$ cat config.mk
export PLATFORM = sky130hd
export DESIGN_NAME = gauss_window_ctrl
export DESIGN_NICKNAME = d
export VERILOG_FILES = /design/src/rtl/gauss_pkg.sv /design/src/rtl/gauss_line_ptr.sv /design/src/rtl/gauss_window_ctrl.sv
export SDC_FILE = /design/constraint.sdc
export NUM_CORES = 1
export LEC_CHECK = 0
export CORE_MARGIN = 10
export CORE_UTILIZATION = 60
export CTS_BUF_LIST = sky130_fd_sc_hd__clkbuf_8
export DETAILED_ROUTE_END_ITERATION = 10
export MAX_ROUTING_LAYER = met4
export PLACE_DENSITY = 0.86
export SLEW_MARGIN = 20
export SYNTH_ARGS = -nofsm -noshare
export SYNTH_HDL_FRONTEND = slang
export SYNTH_HIERARCHICAL = 1
export SYNTH_SLANG_ARGS = --single-unit
$ cat constraint.sdc
create_clock -name clk -period 11 [get_ports clk]
set_clock_uncertainty 0.05 [all_clocks]
set_input_delay 1.65 -clock clk [delete_from_list [all_inputs] [get_ports clk]]
set_output_delay 1.65 -clock clk [all_outputs]
set_load 0.05 [all_outputs]
$ cat src/rtl/gauss_pkg.sv
// rtl/gauss_pkg.sv - shared state type, kernel constants and line-rotation helpers
// Used by gauss_line_ptr and gauss_window_ctrl; no ports.
package gauss_pkg;

  typedef enum logic [2:0] {
    IDLE,
    RUN,
    HFLUSH,
    VFLUSH,
    DONE
  } state_t;

  localparam int KSIZE   = 5;
  localparam int KHALF   = 2;
  localparam int LINE_W  = 3;
  localparam int COL_W   = 13;
  localparam int ROW_W   = 10;
  localparam int ORDER_W = KSIZE * LINE_W;

  // Next line buffer index in an n-deep rotation.
  function automatic logic [LINE_W-1:0] line_inc(input logic [LINE_W-1:0] l, input int n);
    return (int'(l) >= n - 1) ? '0 : l + 1'b1;
  endfunction

  // Window row ordering given the line holding the bottom row: the slot after
  // the bottom line is the oldest (top) row, walking forward to the bottom.
  function automatic logic [ORDER_W-1:0] order_for(input logic [LINE_W-1:0] bottom,
                                                   input int n);
    logic [ORDER_W-1:0] o;
    logic [LINE_W-1:0]  l;
    o = '0;
    l = bottom;
    for (int i = 0; i < KSIZE; i++) begin
      l = line_inc(l, n);
      o[i*LINE_W +: LINE_W] = l;
    end
    return o;
  endfunction

endpackage

$ cat src/rtl/gauss_line_ptr.sv
// rtl/gauss_line_ptr.sv - rotating line-buffer write pointer with window row ordering
// Ports:
//   clk, rst    : clock, synchronous active-high reset
//   clear       : restart rotation at line 0 (frame start / frame end)
//   adv         : advance to the next line buffer (end of an input line)
//   line        : line buffer currently being written
//   order_cur   : row ordering with the current line as bottom row
//   order_prev  : row ordering with the previously written line as bottom row
module gauss_line_ptr
  import gauss_pkg::*;
#(
  parameter int NLINES = KSIZE
) (
  input  logic               clk,
  input  logic               rst,
  input  logic               clear,
  input  logic               adv,
  output logic [LINE_W-1:0]  line,
  output logic [ORDER_W-1:0] order_cur,
  output logic [ORDER_W-1:0] order_prev
);

  logic [LINE_W-1:0] line_q;
  logic [LINE_W-1:0] line_prev;

  always_ff @(posedge clk) begin
    if (rst || clear) begin
      line_q <= '0;
    end else if (adv) begin
      line_q <= line_inc(line_q, NLINES);
    end
  end

  assign line_prev  = (line_q == '0) ? LINE_W'(NLINES - 1) : line_q - 1'b1;
  assign line       = line_q;
  assign order_cur  = order_for(line_q, NLINES);
  assign order_prev = order_for(line_prev, NLINES);

endmodule

$ cat src/rtl/gauss_window_ctrl.sv
// rtl/gauss_window_ctrl.sv - 5x5 Gaussian window sequencer with horizontal/vertical flush
// Ports:
//   clk, rst                 : clock, synchronous active-high reset
//   en_gauss5x5              : filter enable, taken at the sof pixel accepted in IDLE
//   sof, pix_valid, pix_ready: input pixel handshake, sof marks pixel (0,0)
//   wr_line, wr_col          : line buffer and column receiving the accepted pixel
//   row_order                : 5x3b line indices, [2:0] top .. [14:12] bottom
//   filt_col, filt_row       : window centre
//   filt_valid, filt_border  : window strobe, centre within 2 of an edge
//   bypass                   : filter disabled for the current frame
//   frame_done               : pulse after the last window of a frame
module gauss_window_ctrl
  import gauss_pkg::*;
#(
  parameter int WIDTH  = 640,
  parameter int HEIGHT = 480,
  parameter int NLINES = KSIZE
) (
  input  logic               clk,
  input  logic               rst,
  input  logic               en_gauss5x5,
  input  logic               sof,
  input  logic               pix_valid,
  output logic               pix_ready,
  output logic [LINE_W-1:0]  wr_line,
  output logic [COL_W-1:0]   wr_col,
  output logic [ORDER_W-1:0] row_order,
  output logic [COL_W-1:0]   filt_col,
  output logic [ROW_W-1:0]   filt_row,
  output logic               filt_valid,
  output logic               filt_border,
  output logic               bypass,
  output logic               frame_done
);

  localparam logic [COL_W-1:0]   X_LAST    = COL_W'(WIDTH - 1);
  localparam logic [ROW_W-1:0]   Y_LAST    = ROW_W'(HEIGHT - 1);
  localparam logic [COL_W-1:0]   K_COL     = COL_W'(KHALF);
  localparam logic [ROW_W-1:0]   K_ROW     = ROW_W'(KHALF);
  localparam logic [COL_W-1:0]   CX_HI     = COL_W'(WIDTH - 1 - KHALF);
  localparam logic [ROW_W-1:0]   CY_HI     = ROW_W'(HEIGHT - 1 - KHALF);
  localparam logic [COL_W-1:0]   CX_FLUSH  = COL_W'(WIDTH - KHALF);
  localparam logic [ROW_W-1:0]   CY_FLUSH  = ROW_W'(HEIGHT - KHALF);
  localparam logic [ORDER_W-1:0] ORDER_RST = order_for(LINE_W'(KSIZE - 1), KSIZE);

  state_t             state_q, state_n;
  logic [COL_W-1:0]   x_q, x_n;
  logic [ROW_W-1:0]   y_q, y_n;
  logic               hsel_q, hsel_n;
  logic               vsel_q, vsel_n;
  logic               bypass_q, bypass_n;
  logic               fv_q, fv_n;
  logic [COL_W-1:0]   fcol_q, fcol_n;
  logic [ROW_W-1:0]   frow_q, frow_n;
  logic               fborder_q, fborder_n;
  logic [ORDER_W-1:0] forder_q, forder_n;
  logic               fdone_q, fdone_n;

  logic               accept;
  logic               clear;
  logic               adv;
  logic               emit;
  logic               use_prev;
  logic [COL_W-1:0]   ecol;
  logic [ROW_W-1:0]   erow;
  logic [LINE_W-1:0]  line;
  logic [ORDER_W-1:0] order_cur;
  logic [ORDER_W-1:0] order_prev;

  gauss_line_ptr #(
    .NLINES(NLINES)
  ) u_line_ptr (
    .clk       (clk),
    .rst       (rst),
    .clear     (clear),
    .adv       (adv),
    .line      (line),
    .order_cur (order_cur),
    .order_prev(order_prev)
  );

  assign pix_ready = (state_q == IDLE) || (state_q == RUN);
  assign accept    = pix_valid && pix_ready;

  // A sof pixel always lands at line 0, column 0, even when it aborts a frame.
  assign wr_line = sof ? '0 : line;
  assign wr_col  = sof ? '0 : x_q;

  always_comb begin
    state_n   = state_q;
    x_n       = x_q;
    y_n       = y_q;
    hsel_n    = hsel_q;
    vsel_n    = vsel_q;
    bypass_n  = bypass_q;
    fv_n      = 1'b0;
    fcol_n    = fcol_q;
    frow_n    = frow_q;
    fborder_n = fborder_q;
    forder_n  = forder_q;
    fdone_n   = 1'b0;
    clear     = 1'b0;
    adv       = 1'b0;
    emit      = 1'b0;
    use_prev  = 1'b0;
    ecol      = '0;
    erow      = '0;

    case (state_q)
      IDLE: begin
        if (accept && sof) begin
          clear    = 1'b1;
          y_n      = '0;
          bypass_n = !en_gauss5x5;
          if (en_gauss5x5) begin
            x_n     = COL_W'(1);
            state_n = RUN;
          end else begin
            x_n = '0;
          end
        end
      end

      RUN: begin
        if (accept) begin
          if (sof) begin
            // Abort: this pixel becomes (0,0) of a fresh frame.
            clear = 1'b1;
            x_n   = COL_W'(1);
            y_n   = '0;
          end else begin
            if (x_q >= K_COL && y_q >= K_ROW) begin
              emit = 1'b1;
              ecol = x_q - K_COL;
              erow = y_q - K_ROW;
            end
            if (x_q == X_LAST) begin
              x_n = '0;
              adv = 1'b1;
              // y is held through HFLUSH so the flush windows know their row.
              if (y_q >= K_ROW) begin
                hsel_n  = 1'b0;
                state_n = HFLUSH;
              end else begin
                y_n = y_q + 1'b1;
              end
            end else begin
              x_n = x_q + 1'b1;
            end
          end
        end
      end

      HFLUSH: begin
        // Line pointer has already advanced, so the finished row is the previous line.
        emit     = 1'b1;
        use_prev = 1'b1;
        ecol     = CX_FLUSH + COL_W'(hsel_q);
        erow     = y_q - K_ROW;
        if (hsel_q) begin
          hsel_n = 1'b0;
          if (y_q < Y_LAST) begin
            y_n     = y_q + 1'b1;
            state_n = RUN;
          end else begin
            x_n     = '0;
            vsel_n  = 1'b0;
            state_n = VFLUSH;
          end
        end else begin
          hsel_n = 1'b1;
        end
      end

      VFLUSH: begin
        // x doubles as the window-column counter for the two bottom rows.
        emit     = 1'b1;
        use_prev = 1'b1;
        ecol     = x_q;
        erow     = CY_FLUSH + ROW_W'(vsel_q);
        if (x_q == X_LAST) begin
          x_n = '0;
          if (vsel_q) begin
            vsel_n  = 1'b0;
            state_n = DONE;
          end else begin
            vsel_n = 1'b1;
          end
        end else begin
          x_n = x_q + 1'b1;
        end
      end

      DONE: begin
        fdone_n = 1'b1;
        clear   = 1'b1;
        x_n     = '0;
        y_n     = '0;
        state_n = IDLE;
      end

      default: begin
        state_n = IDLE;
      end
    endcase

    if (emit) begin
      fv_n      = 1'b1;
      fcol_n    = ecol;
      frow_n    = erow;
      forder_n  = use_prev ? order_prev : order_cur;
      fborder_n = (ecol < K_COL) || (ecol > CX_HI) || (erow < K_ROW) || (erow > CY_HI);
    end
  end

  always_ff @(posedge clk) begin
    if (rst) begin
      state_q   <= IDLE;
      x_q       <= '0;
      y_q       <= '0;
      hsel_q    <= 1'b0;
      vsel_q    <= 1'b0;
      bypass_q  <= 1'b1;
      fv_q      <= 1'b0;
      fcol_q    <= '0;
      frow_q    <= '0;
      fborder_q <= 1'b0;
      forder_q  <= ORDER_RST;
      fdone_q   <= 1'b0;
    end else begin
      state_q   <= state_n;
      x_q       <= x_n;
      y_q       <= y_n;
      hsel_q    <= hsel_n;
      vsel_q    <= vsel_n;
      bypass_q  <= bypass_n;
      fv_q      <= fv_n;
      fcol_q    <= fcol_n;
      frow_q    <= frow_n;
      fborder_q <= fborder_n;
      forder_q  <= forder_n;
      fdone_q   <= fdone_n;
    end
  end

  assign filt_valid  = fv_q;
  assign filt_col    = fcol_q;
  assign filt_row    = frow_q;
  assign filt_border = fborder_q;
  assign row_order   = forder_q;
  assign bypass      = bypass_q;
  assign frame_done  = fdone_q;

endmodule
# After elaboration in Yosys (flattened, before gate mapping)
# Cells that the tools add are included.
[op_classes] n_reduce_logical=22 n_lt_le_gt_ge=17 mux=75 addsub=17 div=0 n_bitwise=0 eq_ne=18 mul=0 shifts=0
[ops] cell="$mux 13" count=10
[ops] cell="$mux 10" count=10
[ops] cell="$pmux 13 s5" count=1
[ops] cell="$mux 3" count=21
[ops] cell="$pmux 10 s4" count=1
[ops] cell="$pmux 13 s3" count=1
[ops] cell="$add 3x1->3 const B" count=10
[ops] cell="$ge 3x3->1 const B" count=10
[ops] cell="$pmux 10 s3" count=1
[ops] cell="$mux 1" count=23
[ops] cell="$ne 2x2->1 const B" count=8
[ops] cell="$mux 15" count=1
[ops] cell="$add 13x1->13 const B" count=1
[ops] cell="$eq 13x10->1 const B" count=1
[ops] cell="$ge 13x2->1 const B" count=1
[ops] cell="$gt 13x10->1 const B" count=1
[ops] cell="$lt 13x2->1 const B" count=1
[ops] cell="$sub 13x2->13 const B" count=1
[ops] cell="$pmux 3 s4" count=1
[ops] cell="$add 10x1->11 const A" count=1
[ops] cell="$add 10x1->10 const B" count=1
[ops] cell="$add 9x1->10 const A" count=1
[ops] cell="$ge 10x2->1 const B" count=1
[ops] cell="$gt 10x9->1 const B" count=1
[ops] cell="other kinds (26)" count=40
[word_totals] romBits=0 mem_bits_rw=0 wordCells=162 latchBits=0 memories=0 out_inout_bits=59 inputBits=5 register_bits=73

# Depth between registers and ports, before layout
# Gate-level depths: netlist (run 1).
[depth] ltp_word=13 ltp_mapped=18 mapped_depth_nobuf=18

# By module
# The synthesis (run 1) kept the hierarchy.
[by_module_without_submodules] module="gauss_window_ctrl" seq_area_each_um2=1401.3 instances=1 area_each_um2=4119.0 cells_each=529
[by_module_without_submodules] module="gauss_line_ptr" seq_area_each_um2=60.1 instances=1 area_each_um2=598.1 cells_each=76

# Worst setup path before layout (run 1)
# OpenSTA, ideal clock, no wires.
[synth_timing] kind="input -> output" startpoint="in sof" endpoint="out wr_col[10]" path_buffers=2 cell_stages=3 t_arrival_ns=2.752 setup_slack_ns=6.548 required_ns=9.300 cell_sequence="clkbuf_1 -> clkbuf_1 -> nor2b_1"
[synth_between] elab_chain_len=1
[synth_rtl] element="from (decl)" line_no="gauss_window_ctrl.sv:22" rtl="input logic sof,"
[synth_rtl] element="$mux 13" line_no="gauss_window_ctrl.sv:87" rtl="assign wr_col = sof ? '0 : x_q;"
[synth_rtl] element="to (decl)" line_no="gauss_window_ctrl.sv:26" rtl="output logic [COL_W-1:0] wr_col,"
# No other way between the ends.

# Worst setup path after layout (run 1)
[layout_timing] startpoint="in sof" endpoint="out wr_line[1]"
[layout_between] elab_chain_len=1
[layout_rtl] element="$mux 3" line_no="gauss_window_ctrl.sv:86" rtl="assign wr_line = sof ? '0 : line;"
[layout_rtl] element="to (decl)" line_no="gauss_window_ctrl.sv:25" rtl="output logic [LINE_W-1:0] wr_line,"
# No other way between the ends.

==> results of run 1 <==
-- stage by stage --
step                cells  area (µm²)  setup slack, ns  hold slack, ns
floorplan             605        4720             6.55           0.431
global placement      734        5320             5.68           0.393
detailed placement    734        5330             5.62           0.397
CTS                   750        5520             5.62           0.418
global route          750        5520             5.53           0.431
finish                750        5520             5.62           0.413
-- layout make-up --
type                    instances  share of cell area (%)
multi-input cells             471                    54.4
flip-flops and latches         73                    26.5
repair buffers                 67                    11.9
clock buffers                  11                    2.75
well taps                     102                    2.31
inverters                      21                    1.43
clock inverters                 5                   0.703
-- layer usage --
layer  vias to the layer above  global-route usage, %
met5                         -                      -
met4                         0                   8.85
met1                      2155                   29.8
met2                       190                   34.4
li1                       2229                      -
met3                        29                   5.55
-- kinds of logic (layout without fill, tap and decap cells) --
kind of cell	count (synthesis)	count (layout)	share of synthesized area, %
xor gates and xnor gates	23	23	4.27
muxes	8	8	1.78
adders and majority gates	19	19	5.04
and+or+nand+nor	269	269	29.5
AOI/OAI and AO/OA	152	152	23.0
DFF	73	73	31.0
buffers and inverters	61	104	5.44
-- cell usage after synthesis, types with 3 or more instances --
master,n
nand4_1,4
nor2_1,85
or4_4,3
o21bai_1,3
a211oi_1,7
and3_1,10
nor2b_1,20
nand2_1,62
a21oi_1,38
clkbuf_1,25
or3_1,3
o22ai_1,3
o21a_1,3
buf_2,13
ha_1,19
nand3_1,11
a21o_1,7
a22oi_1,3
nor4_1,8
o21ai_0,24
xnor2_1,14
mux2i_1,5
nor3_1,14
xor2_1,9
a311oi_1,15
a31oi_1,10
a21boi_0,4
a41oi_1,3
and2_1,11
nand2b_1,10
or2_2,6
dfxtp_1,73
inv_1,21
-- critical path, delay by kind of cell --
| kind | cells | cell delay (ns) |
|---|---|---|
| and+or+nand+nor | 1 | 0.31 |
| buffers and inverters | 2 | 1.72 |
-- registers in the layout, summed over array words and instances (netlist names), 3 cells and up --
signal           cells
row_order           15
y_q                 10
filt_row            10
state_q              3
filt_col            13
u_line_ptr/line      3
x_q                 13
-- worst max path at each step --
stage	endpoint	slack, ns	depth (start not counted)
after floorplan	wr_col[10]	6.55	3
after global placement	wr_line[1]	5.68	3
after detailed placement	wr_line[1]	5.62	3
after CTS	wr_line[1]	5.62	3
after global routing	wr_col[9]	5.53	3
final	wr_line[1]	5.62	3
-- power by group through the flow --
stage                     Sequential [mW]  Clock (mW)  Combinational [mW]
after floorplan                     0.474           0               0.242
after global placement              0.366           0               0.496
after detailed placement            0.368           0               0.500
after CTS                           0.361       0.208               0.502
after global routing                0.369       0.218               0.543
final                               0.362       0.206               0.504
==> flow_summary.yaml, run 1 <==
power_and_ir_drop:
  switching_power_mw: 0.499
  worst_ir_drop_vdd_mv: 0.163
  clock_power_share_pct: 19.2
  p_leak_nw: 2.07
  p_sw_share_pct: 46.5
  p_int_mw: 0.573
  combPwrFrac_pct: 47.0
  p_seq_share_pct: 33.8
  pwr_density_cell_nw_per_um2: 194
  p_total_mw: 1.07
die:
  placementRows: 32
  die_w_um: 109
  pin_count: 64
  start_util_pct: 61.4
  die_h_um: 109
  core_area_um2: 7690
  die_area_um2: 11800
placed_design:
  hpwlAfterDp_um: 9560
  gp_congestion: 0.947
  port_buffers: 63
sta:
  setup_tns_ns: 0
  fin_crit_sh_pct: 48.9
  hold_viol_final: 0
  tightest_slew_ns: 0.910
  rsz0062_at_grt: "false"
  slew_headroom_pct: 39.1
  max_clock_freq_mhz: 186
  slew_violations: 0
  min_period_ns: 5.38
  finalSetupViolCount: 0
drt:
  wl_per_cell_um: 17.5
  wl_met3_um: 968
  drt_iter0_markers: 296
  final_antenna_net_count: 0
  first_pass_iters: 5
  vias: 4603
  drt_wl_total_um: 13100
  met2_length_um: 5860
  wirelength_met1_um: 5960
  dr.max_layer_used: "met4"
  route.detailed.drc: 0
  vias_per_cell: 6.14
clocking:
  cts_resized: 0
  numCtsBuffers: 9
  cts_buffer_depth: 2
  path_clk_slew_ns: 0.07
  clkLatencyLatePin_ns: 0.36
  cts.htree.levels: 3
  cts_hold_buf: 0
  cts_setup_buffers: 0
  cts_tree: "yes"
  clock-sinks: 73
  root_buffer: "clkbuf_8"
yosys:
  synth_area_leaders: "dfxtp_1 (31%), nor2_1 (6.8%), ha_1 (5.0%)"
  synth-warning-count: 6
  yosys.area.top_type_share_pct: 31.0
  synth_edf_count: 0
  yosysTopAreaCell: "dfxtp_1"
  ys_types: 79
  syn_nets: 629
  synth_seq_area_share_pct: 31.0
  ys_ff_latch: 73
  synth-main-ff-cell: "dfxtp_1"
  synth.avg_cell_area_um2: 7.80
  syn_area_um2: 4720
  synthCells: 605
  async_flop_share_pct: 0
worst_hold_path:
  min_path_type: "reg -> reg"
  holdPathStages: 2
  min_from: "filt_row[9]"
  min_to: "filt_row[9]"
worst_setup_path:
  r2r_cells: 18
  cp-start-kind: "input pin"
  r2r_start: "u_line_ptr/line[0]"
  crit_arrival_ns: 3.68
  required_ns: 9.30
  cp_common_cell: "clkdlybuf4s50_1"
  path_cells: "clkdlybuf4s50_1, nor2b_1, clkdlybuf4s50_1"
  crit_start: "sof"
  slowest_stage: "clkdlybuf4s50_1"
  r2r_slack_ns: 6.69
  endpoint_kind: "output port"
  critPathMaxFanout: 23
  r2r_end: "row_order[14]"
  crit_type: "in -> out"
  critPathMaxStageDelay_ns: 0.88
run_status:
  status: "finished clean"
global_routing:
  grt_antenna_before_repair: 0
  track_usage_pct: 23.1
  grt_pass1_wl_um: 21500
  overflow: 0
  grt_pass1_vias: 4254
  grt_max_degree: 57
cells_and_area:
  final_cell_mix: "nor2_1 (84), dfxtp_1 (73), nand2_1 (62), clkdlybuf4s50_1 (62), a21oi_1 (38)"
  multi_input_area_um2: 3000
  drive_gt1_share_pct: 8.33
  antenna_cells: 0
  n_fill_cell: 650
  seq_area_um2: 1460
  post-route-util_pct: 71.7
  final_common_cell: "nor2_1"
  area_growth_pct: 16.9
  fin_nets: 667
run:
  maxCapViolations: 0
Power figures use the tool's default switching activity.
==> inputs of run 2 (changes only) <==
CORE_UTILIZATION = 57   (was 60)
PLACE_DENSITY = 0.82   (was 0.86)
clock period = 5.6 ns   (was 11 ns; I/O delays follow)
==> run 2 against run 1 <==
Net effect:
- flip-flop and latch count stayed put
- final cell count is 0.67% higher
- setup slack worse by 4.2 ns
- non-clock buffer count increased by 2
- clock-buffer cell count fell by 2
- final area increased by 0.79%
- highest routed layer unchanged
- largest cell class unchanged
- combinational power increased by 98%
- register-to-register slack got worse by 5.3 ns
- critical endpoint is now row_order[14]
- core utilization shrank 3.4 points
==> flow_summary.yaml, run 2 (same netlist as run 1, synthesis figures left out) <==
run:
  maxCapViolations: 0
placed_design:
  gp_congestion: 0.940
  port_buffers: 63
  place_area_um2: 5340
  hpwlAfterDp_um: 10000
drt:
  final_antenna_net_count: 0
  first_pass_iters: 5
  route.detailed.drc: 0
  drt_iter0_markers: 283
  vias: 4666
  drt_wl_total_um: 13700
  vias_per_cell: 6.18
  wl_per_cell_um: 18.1
clocking:
  cts_tree: "yes"
  cts.htree.levels: 3
  path_clk_slew_ns: 0.09
  cts_buffer_depth: 2
  root_buffer: "clkbuf_8"
  cts_setup_buffers: 0
  clock-sinks: 73
  cts_hold_buf: 0
  cts_resized: 0
  clkLatencyLatePin_ns: 0.35
  numCtsBuffers: 9
global_routing:
  overflow: 0
  grt_pass1_vias: 4409
  grt_antenna_before_repair: 0
  grt_max_degree: 33
  track_usage_pct: 22.1
  grt_pass1_wl_um: 22500
sta:
  hold_viol_final: 0
  slew_headroom_pct: 33.2
  rsz0062_at_grt: "false"
  slew_violations: 0
  setup_tns_ns: 0
  min_period_ns: 4.17
  tightest_slew_ns: 1.00
  hold_ws_ns: 0.411
  max_clock_freq_mhz: 240
  finalSetupViolCount: 0
  fin_crit_sh_pct: 74.4
cells_and_area:
  n_fill_cell: 692
  largest_reg_flops: 15
  seq_area_um2: 1460
  drive_gt1_share_pct: 8.46
  final_cell_mix: "nor2_1 (85), dfxtp_1 (73), nand2_1 (62), clkdlybuf4s50_1 (62), a21oi_1 (38)"
  multi_input_area_um2: 3000
  finalInstanceArea_um2: 5560
  final_common_cell: "nor2_1"
  post-route-util_pct: 68.3
  antenna_cells: 0
  area_growth_pct: 17.9
  fin_nets: 669
die:
  pin_count: 64
  start_util_pct: 58.0
  placementRows: 33
  die_w_um: 111
  die_area_um2: 12300
  core_area_um2: 8130
  die_h_um: 111
power_and_ir_drop:
  pwr_density_cell_nw_per_um2: 392
  worst_ir_drop_vdd_mv: 0.408
  p_leak_nw: 2.10
worst_hold_path:
  min_from: "filt_col[4]"
  min_path_type: "reg -> reg"
worst_setup_path:
  cp-start-kind: "flip-flop"
  crit_type: "reg -> reg"
  critPathMaxFanout: 8
  r2r_start: "u_line_ptr/line[0]"
  crit_start: "u_line_ptr/line[0]"
  crit_arrival_ns: 4.37
  required_ns: 5.80
  endpoint_kind: "flip-flop"
run_status:
  status: "finished clean"
==> run 2: final cells by class <==
cell class                 instances  share of cell area (%)
multi-input combinational        471                    54.0
clock inverter                     7                    1.69
timing repair buffer              69                    12.1
clock buffer                       9                    2.23
sequential                        73                    26.3
inverter                          21                    1.42
tap                              105                    2.36
==> run 2: metal layers <==
| layer | up-vias | GRT usage [%] | routed length, µm |
|---|---|---|---|
| met2 | 190 | 35.7 | 6520 |
| met1 | 2225 | 28.2 | 6090 |
| met5 | - | - | 0 |
| li1 | 2232 | - | - |
| met3 | 19 | 4.11 | 922 |
| met4 | 0 | 4.43 | 173 |
==> run 2: path summary, 6_finish.rpt <==
| kind | endpoint | depth (start not counted) | slack, ns |
|---|---|---|---|
| worst max-delay path | row_order[14] | 18 | 1.43 |
| worst min-delay path | filt_col[4] | 2 | 0.41 |
| worst max register to register | row_order[14] | 18 | 1.43 |
| worst min register to register | filt_col[4] | 2 | 0.41 |
==> run 2: per-stage QoR <==
step	power (mW)	worst slack, ns	std cells
2_1_floorplan	1.41	1.80	605
3_3_place_gp	1.71	1.66	739
3_5_place_dp	1.72	1.51	739
4_1_cts	2.18	1.46	755
5_1_grt	2.29	1.25	755
6_report	2.18	1.43	755
==> run 2: power by group <==
group / internal, mW / leakage [nW] / switching, mW
logic: 0.331 / 1.40 / 0.672
clock network: 0.251 / 0.106 / 0.213
registers: 0.611 / 0.592 / 0.103
==> run 2: critical path: stages, from the launching register on <==
cell	delay (ns)
dfxtp_1	0.48
inv_1	0.12
ha_1	0.26
ha_1	0.21
or2_4	0.26
inv_1	0.06
ha_1	0.22
and2_1	0.16
ha_1	0.28
nor2b_1	0.18
ha_1	0.25
nor2b_1	0.15
ha_1	0.35
inv_1	0.07
a2111oi_4	0.20
mux2_1	0.36
nor2_1	0.10
a31oi_1	0.04
or2_2	0.28
